--- src/rtl/pid_pkg.sv ---
// Shared types, derived widths and saturation helper for the multi-axis PID.
package pid_pkg;

    typedef enum logic [2:0] {
        S_IDLE,
        S_CAPTURE,
        S_ERR,
        S_MUL_P,
        S_MUL_I,
        S_MUL_D,
        S_ACC,
        S_DONE
    } pid_state_t;

    // Sum of P + I + D needs three guard bits over the data width.
    function automatic int acc_width(input int data_w);
        return data_w + 3;
    endfunction

    // Unsigned gain is zero-extended by one bit before the signed multiply.
    function automatic int prod_width(input int data_w, input int gain_w);
        return data_w + gain_w + 1;
    endfunction

    localparam int ACC_W  = acc_width(16);
    localparam int PROD_W = prod_width(16, 8);

    // Saturate a sign-extended value into [lo, hi].
    function automatic logic signed [63:0] sat_signed(
        input logic signed [63:0] x,
        input longint             lo,
        input longint             hi
    );
        if (x > hi) return hi;
        if (x < lo) return lo;
        return x;
    endfunction

endpackage

--- src/rtl/multi_axis_pid_clamp.sv ---
// Parametrised signed saturator; ovf is high whenever the input was clipped.
module pid_clamp
    import pid_pkg::*;
#(
    parameter int     IN_W  = 17,
    parameter int     OUT_W = 16,
    parameter longint LO    = -32768,
    parameter longint HI    = 32767
) (
    input  logic signed [IN_W-1:0]  din,
    output logic signed [OUT_W-1:0] dout,
    output logic                    ovf
);
    logic signed [63:0] wide;
    logic signed [63:0] sat;

    // Widen, clip to the limits, then narrow to the output width.
    always_comb begin
        wide = 64'(din);
        sat  = sat_signed(wide, LO, HI);
        dout = OUT_W'(sat);
        ovf  = (sat != wide);
    end
endmodule

--- src/rtl/multi_axis_pid.sv ---
// Time-multiplexed PID for NUM_AXES axes sharing a single gain x data multiplier.
//
// state     | meaning
// ----------+-----------------------------------------------------------
// S_IDLE    | waiting for start; clear_state zeroes all loop state
// S_CAPTURE | latch setpoint, measured, gains and hold
// S_ERR     | err = sat(sp - meas) for the current axis
// S_MUL_P   | P = (kp * err) >>> FRAC_W
// S_MUL_I   | integ += (ki * err) >>> FRAC_W unless held or winding up
// S_MUL_D   | D = (kd * sat(err - prev_err)) >>> FRAC_W, prev_err <= err
// S_ACC     | clamp P + I + D into the shadow output, record clamp direction
// S_DONE    | outputs valid, done pulse
module multi_axis_pid
    import pid_pkg::*;
#(
    parameter int NUM_AXES = 3,
    parameter int DATA_W   = 16,
    parameter int GAIN_W   = 8,
    parameter int FRAC_W   = 4,
    parameter int INT_LIM  = 8192,
    parameter int OUT_MAX  = 32767,
    parameter int OUT_MIN  = -32768
) (
    input  logic                       clk,
    input  logic                       rst_n,
    input  logic                       start,
    input  logic                       clear_state,
    input  logic                       hold,
    input  logic [NUM_AXES*DATA_W-1:0] setpoint,
    input  logic [NUM_AXES*DATA_W-1:0] measured,
    input  logic [NUM_AXES*GAIN_W-1:0] kp,
    input  logic [NUM_AXES*GAIN_W-1:0] ki,
    input  logic [NUM_AXES*GAIN_W-1:0] kd,
    output logic                       busy,
    output logic                       done,
    output logic [NUM_AXES*DATA_W-1:0] pid_out,
    output logic [NUM_AXES-1:0]        sat_flags
);
    localparam int     AW    = acc_width(DATA_W);
    localparam int     PW    = prod_width(DATA_W, GAIN_W);
    localparam int     AX_W  = (NUM_AXES > 1) ? $clog2(NUM_AXES) : 1;
    localparam longint D_MAX = (longint'(1) <<< (DATA_W - 1)) - 1;
    localparam longint D_MIN = -(longint'(1) <<< (DATA_W - 1));
    // Individual P/D/increment terms are held to DATA_W+1 bits so the
    // three-term sum can never wrap inside AW bits.
    localparam longint T_MAX = (longint'(1) <<< DATA_W) - 1;
    localparam longint T_MIN = -(longint'(1) <<< DATA_W);
    localparam logic [AX_W-1:0] LAST_AXIS = AX_W'(NUM_AXES - 1);

    pid_state_t state, state_nxt;
    logic [AX_W-1:0] axis;
    logic            last_axis;

    logic signed [DATA_W-1:0] sp_q     [NUM_AXES];
    logic signed [DATA_W-1:0] meas_q   [NUM_AXES];
    logic        [GAIN_W-1:0] kp_q     [NUM_AXES];
    logic        [GAIN_W-1:0] ki_q     [NUM_AXES];
    logic        [GAIN_W-1:0] kd_q     [NUM_AXES];
    logic                     hold_q;

    logic signed [AW-1:0]     integ_q    [NUM_AXES];
    logic signed [DATA_W-1:0] prev_err_q [NUM_AXES];
    logic signed [DATA_W-1:0] shadow_q   [NUM_AXES];
    logic [NUM_AXES-1:0]      sat_shadow;
    logic [NUM_AXES-1:0]      dir_pos_q;

    logic signed [DATA_W-1:0] err_q;
    logic signed [AW-1:0]     p_q;
    logic signed [AW-1:0]     d_q;

    logic signed [DATA_W:0]   err_raw;
    logic signed [DATA_W-1:0] err_c;
    logic signed [DATA_W:0]   diff_raw;
    logic signed [DATA_W-1:0] diff_c;
    logic        [GAIN_W-1:0] mul_gain;
    logic signed [DATA_W-1:0] mul_op;
    logic signed [PW-1:0]     prod;
    logic signed [PW-1:0]     prod_shr;
    logic signed [AW-1:0]     term_c;
    logic signed [AW-1:0]     int_raw;
    logic signed [AW-1:0]     int_c;
    logic signed [AW-1:0]     acc_sum;
    logic signed [DATA_W-1:0] out_c;
    logic                     out_ovf;
    logic                     wind_block;
    logic                     unused_err_ovf;
    logic                     unused_diff_ovf;
    logic                     unused_term_ovf;
    logic                     unused_int_ovf;

    assign busy      = (state != S_IDLE);
    assign done      = (state == S_DONE);
    assign last_axis = (axis == LAST_AXIS);

    // Error and derivative differences at DATA_W+1 bits before saturation.
    assign err_raw  = (DATA_W+1)'(sp_q[axis]) - (DATA_W+1)'(meas_q[axis]);
    assign diff_raw = (DATA_W+1)'(err_q) - (DATA_W+1)'(prev_err_q[axis]);

    pid_clamp #(.IN_W(DATA_W+1), .OUT_W(DATA_W), .LO(D_MIN), .HI(D_MAX)) u_err_clamp (
        .din(err_raw), .dout(err_c), .ovf(unused_err_ovf)
    );

    pid_clamp #(.IN_W(DATA_W+1), .OUT_W(DATA_W), .LO(D_MIN), .HI(D_MAX)) u_diff_clamp (
        .din(diff_raw), .dout(diff_c), .ovf(unused_diff_ovf)
    );

    // Select gain and operand for the single shared multiplier.
    always_comb begin
        mul_gain = kp_q[axis];
        mul_op   = err_q;
        case (state)
            S_MUL_I: mul_gain = ki_q[axis];
            S_MUL_D: begin
                mul_gain = kd_q[axis];
                mul_op   = diff_c;
            end
            default: ;
        endcase
    end

    assign prod     = PW'($signed({1'b0, mul_gain})) * PW'(mul_op);
    assign prod_shr = prod >>> FRAC_W;

    pid_clamp #(.IN_W(PW), .OUT_W(AW), .LO(T_MIN), .HI(T_MAX)) u_term_clamp (
        .din(prod_shr), .dout(term_c), .ovf(unused_term_ovf)
    );

    assign int_raw = integ_q[axis] + term_c;

    pid_clamp #(.IN_W(AW), .OUT_W(AW), .LO(-INT_LIM), .HI(INT_LIM)) u_int_clamp (
        .din(int_raw), .dout(int_c), .ovf(unused_int_ovf)
    );

    assign acc_sum = p_q + integ_q[axis] + d_q;

    pid_clamp #(.IN_W(AW), .OUT_W(DATA_W), .LO(OUT_MIN), .HI(OUT_MAX)) u_out_clamp (
        .din(acc_sum), .dout(out_c), .ovf(out_ovf)
    );

    // Freeze the integrator while the last pass clamped and err still pushes that way.
    assign wind_block = sat_flags[axis] &&
                        (dir_pos_q[axis] ? (!err_q[DATA_W-1] && (err_q != '0))
                                         : err_q[DATA_W-1]);

    // State register.
    always_ff @(posedge clk) begin
        if (!rst_n) state <= S_IDLE;
        else        state <= state_nxt;
    end

    // Next-state logic; clear_state takes priority over start in IDLE.
    always_comb begin
        state_nxt = state;
        case (state)
            S_IDLE:    if (!clear_state && start) state_nxt = S_CAPTURE;
            S_CAPTURE: state_nxt = S_ERR;
            S_ERR:     state_nxt = S_MUL_P;
            S_MUL_P:   state_nxt = S_MUL_I;
            S_MUL_I:   state_nxt = S_MUL_D;
            S_MUL_D:   state_nxt = S_ACC;
            S_ACC:     state_nxt = last_axis ? S_DONE : S_ERR;
            S_DONE:    state_nxt = S_IDLE;
            default:   state_nxt = S_IDLE;
        endcase
    end

    // Snapshot of all inputs so they may change once the pass is under way.
    always_ff @(posedge clk) begin
        if (state == S_CAPTURE) begin
            for (int a = 0; a < NUM_AXES; a++) begin
                sp_q[a]   <= setpoint[a*DATA_W +: DATA_W];
                meas_q[a] <= measured[a*DATA_W +: DATA_W];
                kp_q[a]   <= kp[a*GAIN_W +: GAIN_W];
                ki_q[a]   <= ki[a*GAIN_W +: GAIN_W];
                kd_q[a]   <= kd[a*GAIN_W +: GAIN_W];
            end
            hold_q <= hold;
        end
    end

    // Per-axis datapath and output registers; outputs publish on the edge into DONE.
    always_ff @(posedge clk) begin
        if (!rst_n) begin
            axis       <= '0;
            err_q      <= '0;
            p_q        <= '0;
            d_q        <= '0;
            pid_out    <= '0;
            sat_flags  <= '0;
            sat_shadow <= '0;
            dir_pos_q  <= '0;
            for (int a = 0; a < NUM_AXES; a++) begin
                integ_q[a]    <= '0;
                prev_err_q[a] <= '0;
                shadow_q[a]   <= '0;
            end
        end else begin
            case (state)
                S_IDLE: begin
                    if (clear_state) begin
                        pid_out    <= '0;
                        sat_flags  <= '0;
                        sat_shadow <= '0;
                        dir_pos_q  <= '0;
                        for (int a = 0; a < NUM_AXES; a++) begin
                            integ_q[a]    <= '0;
                            prev_err_q[a] <= '0;
                            shadow_q[a]   <= '0;
                        end
                    end
                end
                S_CAPTURE: axis  <= '0;
                S_ERR:     err_q <= err_c;
                S_MUL_P:   p_q   <= term_c;
                S_MUL_I: begin
                    if (!hold_q && !wind_block) integ_q[axis] <= int_c;
                end
                S_MUL_D: begin
                    d_q              <= term_c;
                    prev_err_q[axis] <= err_q;
                end
                S_ACC: begin
                    shadow_q[axis]   <= out_c;
                    sat_shadow[axis] <= out_ovf;
                    dir_pos_q[axis]  <= !acc_sum[AW-1];
                    if (last_axis) begin
                        for (int a = 0; a < NUM_AXES; a++) begin
                            pid_out[a*DATA_W +: DATA_W] <= (AX_W'(a) == axis) ? out_c : shadow_q[a];
                            sat_flags[a]                <= (AX_W'(a) == axis) ? out_ovf : sat_shadow[a];
                        end
                    end else begin
                        axis <= axis + 1'b1;
                    end
                end
                default: ;
            endcase
        end
    end
endmodule

--- config.mk ---
export PLATFORM = sky130hd
export DESIGN_NAME = multi_axis_pid
export DESIGN_NICKNAME = d
export VERILOG_FILES = /design/src/rtl/pid_pkg.sv /design/src/rtl/multi_axis_pid_clamp.sv /design/src/rtl/multi_axis_pid.sv
export SDC_FILE = /design/constraint.sdc
export NUM_CORES = 1
export LEC_CHECK = 0
export ABC_AREA = 1
export CELL_PAD_IN_SITES_DETAIL_PLACEMENT = 0
export CELL_PAD_IN_SITES_GLOBAL_PLACEMENT = 1
export CORE_MARGIN = 4
export CORE_UTILIZATION = 45
export CTS_CLUSTER_SIZE = 30
export DETAILED_ROUTE_END_ITERATION = 16
export GPL_TIMING_DRIVEN = 0
export PLACE_DENSITY = 0.91
export SLEW_MARGIN = 10
export SYNTH_ARGS = -nofsm -noshare
export SYNTH_HDL_FRONTEND = slang
export SYNTH_SLANG_ARGS = --single-unit
--- constraint.sdc ---
create_clock -name clk -period 11.05 [get_ports clk]
set_input_delay 1.105 -clock clk [delete_from_list [all_inputs] [get_ports clk]]
set_output_delay 1.105 -clock clk [all_outputs]
set_load 0.02 [all_outputs]
== Word-level counts from Yosys, hierarchy flattened ==
Memories as Yosys holds them, arrays and structs flattened. A register that Yosys moved wholly into a read port is not among the register bits.
Cells that the tools add are included.

* Add/subtract/negate cells: 6
* Multiply operators: 1
* Div/mod/pow operators: 0
* Order comparisons: 12
* Equal/unequal tests: 15
* Shifts and indexed selects: 0
* Mux-type cells: 114
* Bitwise gates (word level): 9
* Reduce and logical (&&, ||, !) cells: 22

{| class="wikitable"
|+ Operators with widths
! kind !! number
|-
| $mux 16 || 20
|-
| $mux 64 || 4
|-
| $mux 19 || 12
|-
| $mux 48 || 2
|-
| $pmux 48 s2 || 1
|-
| $ne 64x19->1 || 1
|-
| $add 19x19->19 || 3
|-
| $mux 1 || 42
|-
| $mux 2 || 18
|-
| $gt 17x16->1 const B || 2
|-
| $lt 17x16->1 const B || 2
|-
| $sub 16x16->17 || 2
|-
| $reduce_or 16->1 || 2
|-
| $mul 9x16->25 || 1
|-
| $pmux 3 s8 || 1
|-
| $gt 21x17->1 const B || 1
|-
| $lt 21x17->1 const B || 1
|-
| $gt 19x15->1 const B || 1
|-
| $gt 19x16->1 const B || 1
|-
| $lt 19x14->1 const B || 1
|-
| $lt 19x16->1 const B || 1
|-
| $reduce_or 19->1 || 1
|-
| $pmux 3 s2 || 3
|-
| $pmux 8 s2 || 1
|-
| 25 further kinds || 55
|}

* Register bits: 117
* Bits in latches: 0
* Bits in writable memories: 321
* Bits in read-only memories: 0
* Input port bits: 173
* Output and inout bits: 53
* Memories kept: 8

{| class="wikitable"
|+ Memories
! memory !! depth !! width !! read ports !! clocked after memory_dff !! write ports !! RTL line !! text
|-
| integ_q || 3 || 19 || 1 || 1 || 3 || multi_axis_pid.sv:61 || <nowiki>logic signed [AW-1:0] integ_q [NUM_AXES];</nowiki>
|-
| meas_q || 3 || 16 || 1 || 1 || 3 || multi_axis_pid.sv:55 || <nowiki>logic signed [DATA_W-1:0] meas_q [NUM_AXES];</nowiki>
|-
| prev_err_q || 3 || 16 || 1 || 1 || 3 || multi_axis_pid.sv:62 || <nowiki>logic signed [DATA_W-1:0] prev_err_q [NUM_AXES];</nowiki>
|-
| shadow_q || 3 || 16 || 3 || 0 || 3 || multi_axis_pid.sv:63 || <nowiki>logic signed [DATA_W-1:0] shadow_q [NUM_AXES];</nowiki>
|-
| sp_q || 3 || 16 || 1 || 1 || 3 || multi_axis_pid.sv:54 || <nowiki>logic signed [DATA_W-1:0] sp_q [NUM_AXES];</nowiki>
|-
| kd_q || 3 || 8 || 1 || 1 || 3 || multi_axis_pid.sv:58 || <nowiki>logic [GAIN_W-1:0] kd_q [NUM_AXES];</nowiki>
|-
| 2 more memories || - || - || - || - || - || - ||
|}

== Logic depth before layout (Yosys ltp) ==
Gate-level depths: netlist (run 1).

* Depth after elaboration: 20
* Mapped depth: 70
* Depth with buffers taken out: 63

== Cells and area by module ==
Synthesis (run 1) repeated with hierarchy kept, for this count alone.

* Cells, all modules: 3252
* Area total of the unflattened synthesis: 28693.8 µm²

{| class="wikitable"
|+ By module, submodules not included
! module !! times used !! cells an instance !! area an instance (µm²) !! seq. area each (µm²)
|-
| multi_axis_pid || 1 || 2921 || 27142.3 || 12582.1
|-
| pid_clamp (u_term_clamp) || 1 || 117 || 490.5 || 0.0
|-
| pid_clamp (u_int_clamp) || 1 || 77 || 431.7 || 0.0
|-
| pid_clamp (u_diff_clamp ...) || 2 || 38 || 181.4 || 0.0
|-
| pid_clamp (u_out_clamp) || 1 || 61 || 266.5 || 0.0
|}

== Least setup slack after synthesis (run 1) ==
OpenSTA, ideal clock, no wires.

* Kind: register to register
* Start: reg (tool-made name)
* End: mem integ_q[2][11] in the netlist's numbering, data pin
* Arrival time: 8.925 ns
* Required time: 10.793 ns
* Path slack: 1.868 ns
* Cell stages (with the launch flop): 60
* Buffers on the path: 6
* Period minus slack after synthesis: 9.182 ns
* Cell sequence: dfxtp_1 buf_4 clkbuf_1 clkbuf_1 clkbuf_1 nand2_1 a32o_1 ha_1 inv_2 o21ai_0 a21oi_1 nand3_2 nand2_1 nand2_1 nand2_1 nand2_1 nand2_1 nand2_1 [24 not listed] fa_1 inv_1 nand3_1 nand2_1 nand2_1 nand2_1 nand3_2 nand2_1 nand2_1 nand2_1 nor2_1 nand3_1 nand3_2 buf_6 nand2_1 inv_1 nand2_4 nor2_1

{| class="wikitable"
|+ RTL lines
! item !! RTL line
|-
| to (decl) || multi_axis_pid.sv:61
|}

==> impl_results.md, run 1 <==
- R2R depth: 64
- EDFF count, synth: 341
- TritonCTS buffer count: 50
- CTS max path bufs: 3
- Clock transition at path regs: 0.06 ns
- Final Hold Vio Count: 0
- Dominant synthesized flop cell: edfxtp_1
- Global route overflow: 0
- Final Cell Area: 33400 um2
- Vias/cell: 5.18
- Post-layout util: 0.540
- Most common cell in the synthesized netlist: nand2_1
- Crit path top cell by count: nand2_1
- IO buf count: 225
- Top cells by area, synth: edfxtp_1 36%, nand2_1 9.1%, fa_1 8.8%, dfxtp_1 8.3%, nor2_1 6.6%
- Placement Setup Slack: -1.14 ns
- Sequential fraction of the synthesis area: 0.447
- Post-Synth XOR/XNOR Area: 0.0140
- Vias in the first global route: 22600
- Slew Limit Headroom: 0.335
- DRC viols: 0
- Largest family of logic cells by synthesized area: simple AND/OR/NAND/NOR gates
- Initial Util: 0.455
- Cell area after synthesis: 28100 um2
- Initial antenna violation count: 1
- Worst Setup Start Kind: flop
- Yosys reg bits: 458
- Tcrit/Tclk final: 0.933
- # clock sinks: 458
- Placement Cell Area: 31600 um2
- Die Area: 66600 um2
- Synth Area in Adders: 0.143
- Post-synth ARST share: 0
- Worst hold stages: 2
- FP Rows: 91
- TritonCTS clock tree: yes
- Synth Area in Compound Gates: 0.0931
- Vias: 23000
- Initial detailed-routing violation count: 1864
- All-Layer GR Usage: 0.233
- Slew Limit Fails: 0
- Core area: 61800 um2
- Maximum clock rate: 0.0970 GHz
- Max Cap Viol: 0
- Synth Area in Simple Gates: 0.222
- Mean routed wirelength per cell: 17.7 um
- Cts hold-fix bufs: 0
- P&R area growth vs syn: 18.6%
- Crit path DAT: 10.75 ns
- First-pass GRT wire length: 123000 um
- Synth cell count leaders: 682 x nand2_1, 496 x nor2_1, 443 x inv_1
- Worst Hold Class: flop to flop
- Layout cells sized above 1: 0.0688
- Measured slew at the worst slew-check pin: 0.995 ns
- Post-Synthesis Mean Instance Area: 8.57 um2
- Status: finished, final reports clean
- Fin Clk Skew: 0.0467 ns
- CP endpoint kind: flop
- Die Y: 258 um
- Largest net degree at the start of global routing: 36
- DR pass1 iterations: 7
- Final WS setup: 0.744 ns
- Tmin final: 10.31 ns
- CP required: 11.49 ns
- Critical-path cell with the highest stage delay: fa_1
- Top-area cell type share of the netlist area: 0.364
- CTS root buf: clkbuf_16
- Syn Nets: 3702
- Routability congestion estimate: 0.911
- CP Class: flop to flop
- ANT nets after route: 0
- Worst r2r dst: integ_q[0][3]
- Synth Warn #: 0
- CP max stage delay: 0.54 ns
- Hold Crit Start: pid_out[15]
- Maximum net fanout on the critical path: 19
- Worst-Skew Late Latency: 0.61 ns
- Mux cell area share after synthesis: 0
- Final setup viols: 0
- Synth area leader: edfxtp_1
- Io pins: 226
- Yosys cell types: 54
- Htree depth: 2
- Chip Width: 258 um
- Setup slack, reg-to-reg: 0.74 ns
- Hold EP: pid_out[15]
- WL final: 78900 um
- Fin nets: 3989
- Final HPWL DP: 61000 um
- Post-Syn Instances: 3282
cells in the final DEF (no fill, tap or decap), types with 17 or more instances in the layout:
cell type          n
clkbuf_16         51
inv_2             17
nand2_2           30
nand2_1          681
nand3_1          186
ha_1             121
dfxtp_1          116
fa_1             121
xnor2_1           19
o21ai_0          211
buf_2             28
clkbuf_1          59
nor2_1           494
o22ai_1           17
clkdlybuf4s50_1  225
inv_1            440
nand4_1           22
a21oi_1          154
xor2_1            24
edfxtp_1         341
area by class of cell:
| class | count | area (um2) |
|---|---|---|
| fillers | 5694 | 28500 |
| multi-input cells | 2247 | 13300 |
| flip-flops and latches | 458 | 12600 |
| repair buffers | 239 | 2440 |
| inverters | 465 | 1750 |
| clock buffers | 63 | 1370 |
| well taps | 837 | 1050 |
| plain buffers | 108 | 576 |
| clock inverters | 27 | 243 |
| diodes | 1 | 2.50 |
routing by layer:
| layer | global-route usage | part of all wire | vias up | routed length, um |
|---|---|---|---|---|
| li1 | - | - | 11300 | - |
| met1 | 0.311 | 0.42 | 10700 | 33200 |
| met2 | 0.389 | 0.47 | 888 | 37000 |
| met3 | 0.0386 | 0.078 | 132 | 6130 |
| met4 | 0.0740 | 0.031 | 0 | 2460 |
| met5 | 0 | 0 | - | 0 |
through the flow:
| stage | setup TNS [ns] | hold slack (ns) | cells |
|---|---|---|---|
| finish | 0 | 0.456 | 4445 |
| global route | -0.0283 | 0.472 | 4445 |
| CTS | 0 | 0.459 | 4439 |
| detailed placement | -72.38 | 0.448 | 4351 |
| global placement | -114.76 | 0.437 | 4344 |
| floorplan | 0 | 0.430 | 3282 |
flip-flops by register name (all words and copies together), names as in the netlist, 16 cells and up, named ones only:
register    count
kd_q           24
err_q          16
pid_out        48
d_q            19
sp_q           48
ki_q           24
integ_q        76
prev_err_q     64
meas_q         48
p_q            19
kp_q           24
shadow_q       32
worst max-delay path, delay by kind of cell, from the launching register on:
kind / cells / cell delay (ns)
and+or+nand+nor: 38 / 4.04
DFF: 1 / 0.31
buffers and inverters: 14 / 1.72
adders and majority gates: 9 / 3.53
AOI/OAI and AO/OA: 3 / 0.51
timing repair:
item                       in CTS  in global routing
setup endpoints to repair      76                 76
setup buffers                   1                  6
resized for setup              24                 43
pin swaps                       0                  3
how the worst max path moves through the flow:
| stage | start | to | slack, ns |
|---|---|---|---|
| 2_1_floorplan | flop | integ_q[2][11] | 1.87 |
| 3_3_place_gp | state[1] | flop | -1.28 |
| 3_5_place_dp | flop | integ_q[2][3] | -1.14 |
| 4_1_cts | flop | integ_q[0][3] | 0.007 |
| 5_1_grt | flop | integ_q[0][3] | -0.03 |
| 6_report | flop | integ_q[0][3] | 0.74 |
kinds of logic after synthesis:
group / after synthesis
xor+xnor: 44
compound gates: 468
fa+ha+maj: 247
buf+inv: 577
simple gates: 1488
flops: 458
Power of run 1 is not shown: default switching activity piles up to over one toggle a cycle in this logic, so the estimate is an artifact.
==> run 2, diff against run 1 <==
- CORE_ASPECT_RATIO: default -> 0.6
- CORE_MARGIN: 4 -> 5
==> run 2 against run 1 <==
Effect of this change:
- flip-flop and latch count stayed put
- final cell count hardly changed
- worst hold slack better by 0.0021 ns
- register-to-register slack worse by 0.20 ns
- critical path depth is 11 lower
- fmax is 1.9% lower
- critical path type unchanged
==> impl_results.md, run 2 (synthesized netlist as in run 1, its figures left out) <==
- All-Layer GR Usage: 0.255 (+0.0224)
- Commonest cells after routing, fill and taps aside: 664 x nand2_1, 490 x nor2_1, 440 x inv_1
- Die Area: 67800 um2 (+1.8%)
- Filler cell count: 5685 (-0.16%)
- R2R depth: 53 (-17%)
- CP endpoint kind: flop
- Final setup TNS: 0 ns (unchanged)
- CTS root buf: clkbuf_16
- Hold_ws: 0.458 ns (+0.00209 ns)
- Final Hold Vio Count: 0 (unchanged)
- Worst Hold Class: flop to flop
- CP Class: flop to flop
- TritonCTS buffer count: 46 (-8.0%)
- Worst-Skew Late Latency: 0.64 ns (+0.03 ns)
- Global route overflow: 0 (unchanged)
- Initial antenna violation count: 3 (+2)
- Routability congestion estimate: 0.966 (+6.1%)
- Clock transition at path regs: 0.07 ns (about the same)
- Io pins: 226 (unchanged)
- Htree depth: 2 (unchanged)
- IO buf count: 225 (unchanged)
- First-pass GRT wire length: 134000 um (+8.7%)
- Crit path DAT: 10.99 ns (+0.24 ns)
- Vias: 24000 (+4.3%)
- Largest net degree at the start of global routing: 35 (-2.8%)
- Commonest non-fill, non-tap cell in the layout: nand2_1
- Maximum net fanout on the critical path: 10 (-9)
- Biggest register: integ_q
- Final HPWL DP: 69200 um (+13%)
- Slew Limit Fails: 0 (unchanged)
- Slew Limit Headroom: 0.286 (-0.0487)
- Initial detailed-routing violation count: 2915 (+56%)
- Tmin final: 10.51 ns (+0.204 ns)
- FP Rows: 71 (-22%)
- Layout cells sized above 1: 0.0783 (+0.00953)
- CP max stage delay: 0.71 ns (+0.17 ns)
- Hold Crit Start: pid_out[31]
- Mean routed wirelength per cell: 19.9 um (+12%)
- CTS max path bufs: 3 (unchanged)
- P&R area growth vs syn: 19.5%
- Maximum clock rate: 0.0951 GHz (-1.9%)
- Max Cap Viol: 0 (unchanged)
- Die Y: 204 um (-21%)
- Core area: 62300 um2 (+0.72%)
- TritonCTS clock tree: yes
- Max FFs per register: 76 (unchanged)
- ANT nets after route: 0 (unchanged)
- DRC viols: 0 (unchanged)
- CP required: 11.53 ns (+0.04 ns)
- Vias/cell: 5.41 (+4.4%)
- Status: finished, final reports clean
- Fin nets: 3984 (-0.13%)
- Crit path top cell by count: nand2_1
- Final setup viols: 0 (unchanged)
- Chip Width: 333 um (+29%)
- # clock sinks: 458 (unchanged)
- Fin Clk Skew: 0.0603 ns (+0.0136 ns)
- Initial Util: 0.452 (-0.00327)
- Tcrit/Tclk final: 0.951 (+0.0184)
- Biggest registers after layout: integ_q x76, prev_err_q x64
- Worst hold stages: 2 (unchanged)
- DR pass1 iterations: 6 (-1)
- Vias in the first global route: 22500 (-0.84%)
- Critical-path cell with the highest stage delay: clkbuf_1
- Measured slew at the worst slew-check pin: 1.07 ns (+0.0729 ns)
- Post-layout util: 0.540 (about the same)
- Worst Setup Start Kind: flop
- WL final: 88600 um (+12%)
[run 2: stage by stage]
stage	std cells	instance area (um2)	worst slack, ns
2_1_floorplan	3282	28100	1.87
3_3_place_gp	4346	31400	-1.95
3_5_place_dp	4353	31600	-1.60
4_1_cts	4437	33300	0.0123
5_1_grt	4441	33600	-0.0473
6_report	4442	33600	0.540
[run 2: routing by layer]
metal  wire (um)  vias up  track usage
met4        1440        2       0.0507
met5          11        -            0
li1            -    11300            -
met3       13400      106        0.108
met1       41200    11400        0.401
met2       32500     1231        0.321
[run 2: final timing paths]
check	slack (ns)	to
max	0.54	integ_q[1][7]
min reg2reg	0.46	pid_out[31]
min	0.46	pid_out[31]
max reg2reg	0.54	integ_q[1][7]
[run 2: area by class of cell]
cell class,instances,area [um2],share of cell area
diodes,1,2.50,0.0000745
plain buffers,109,609,0.0181
clock buffers,54,1230,0.0365
clock inverters,32,474,0.0141
inverters,465,1750,0.0522
multi-input cells,2247,13500,0.401
flip-flops and latches,458,12600,0.375
well taps,839,1050,0.0312
repair buffers,237,2420,0.0720
[run 2: repair_timing]
item                                    CTS  global route
endpoints found under the setup margin   76            76
hold buffers                              0             0
setup buffers                             1             4
gates resized for setup                  32            94
pin swaps                                 0             6
[run 2: worst max-delay path, delay by kind of cell (launching register included)]
family                     cells  cell delay [ns]
AOI/OAI and AO/OA              5             1.07
adders and majority gates      8             3.51
buffers and inverters         11             1.94
DFF                            1             0.39
and+or+nand+nor               29             3.40
Power of run 2 is left out for the same reason.
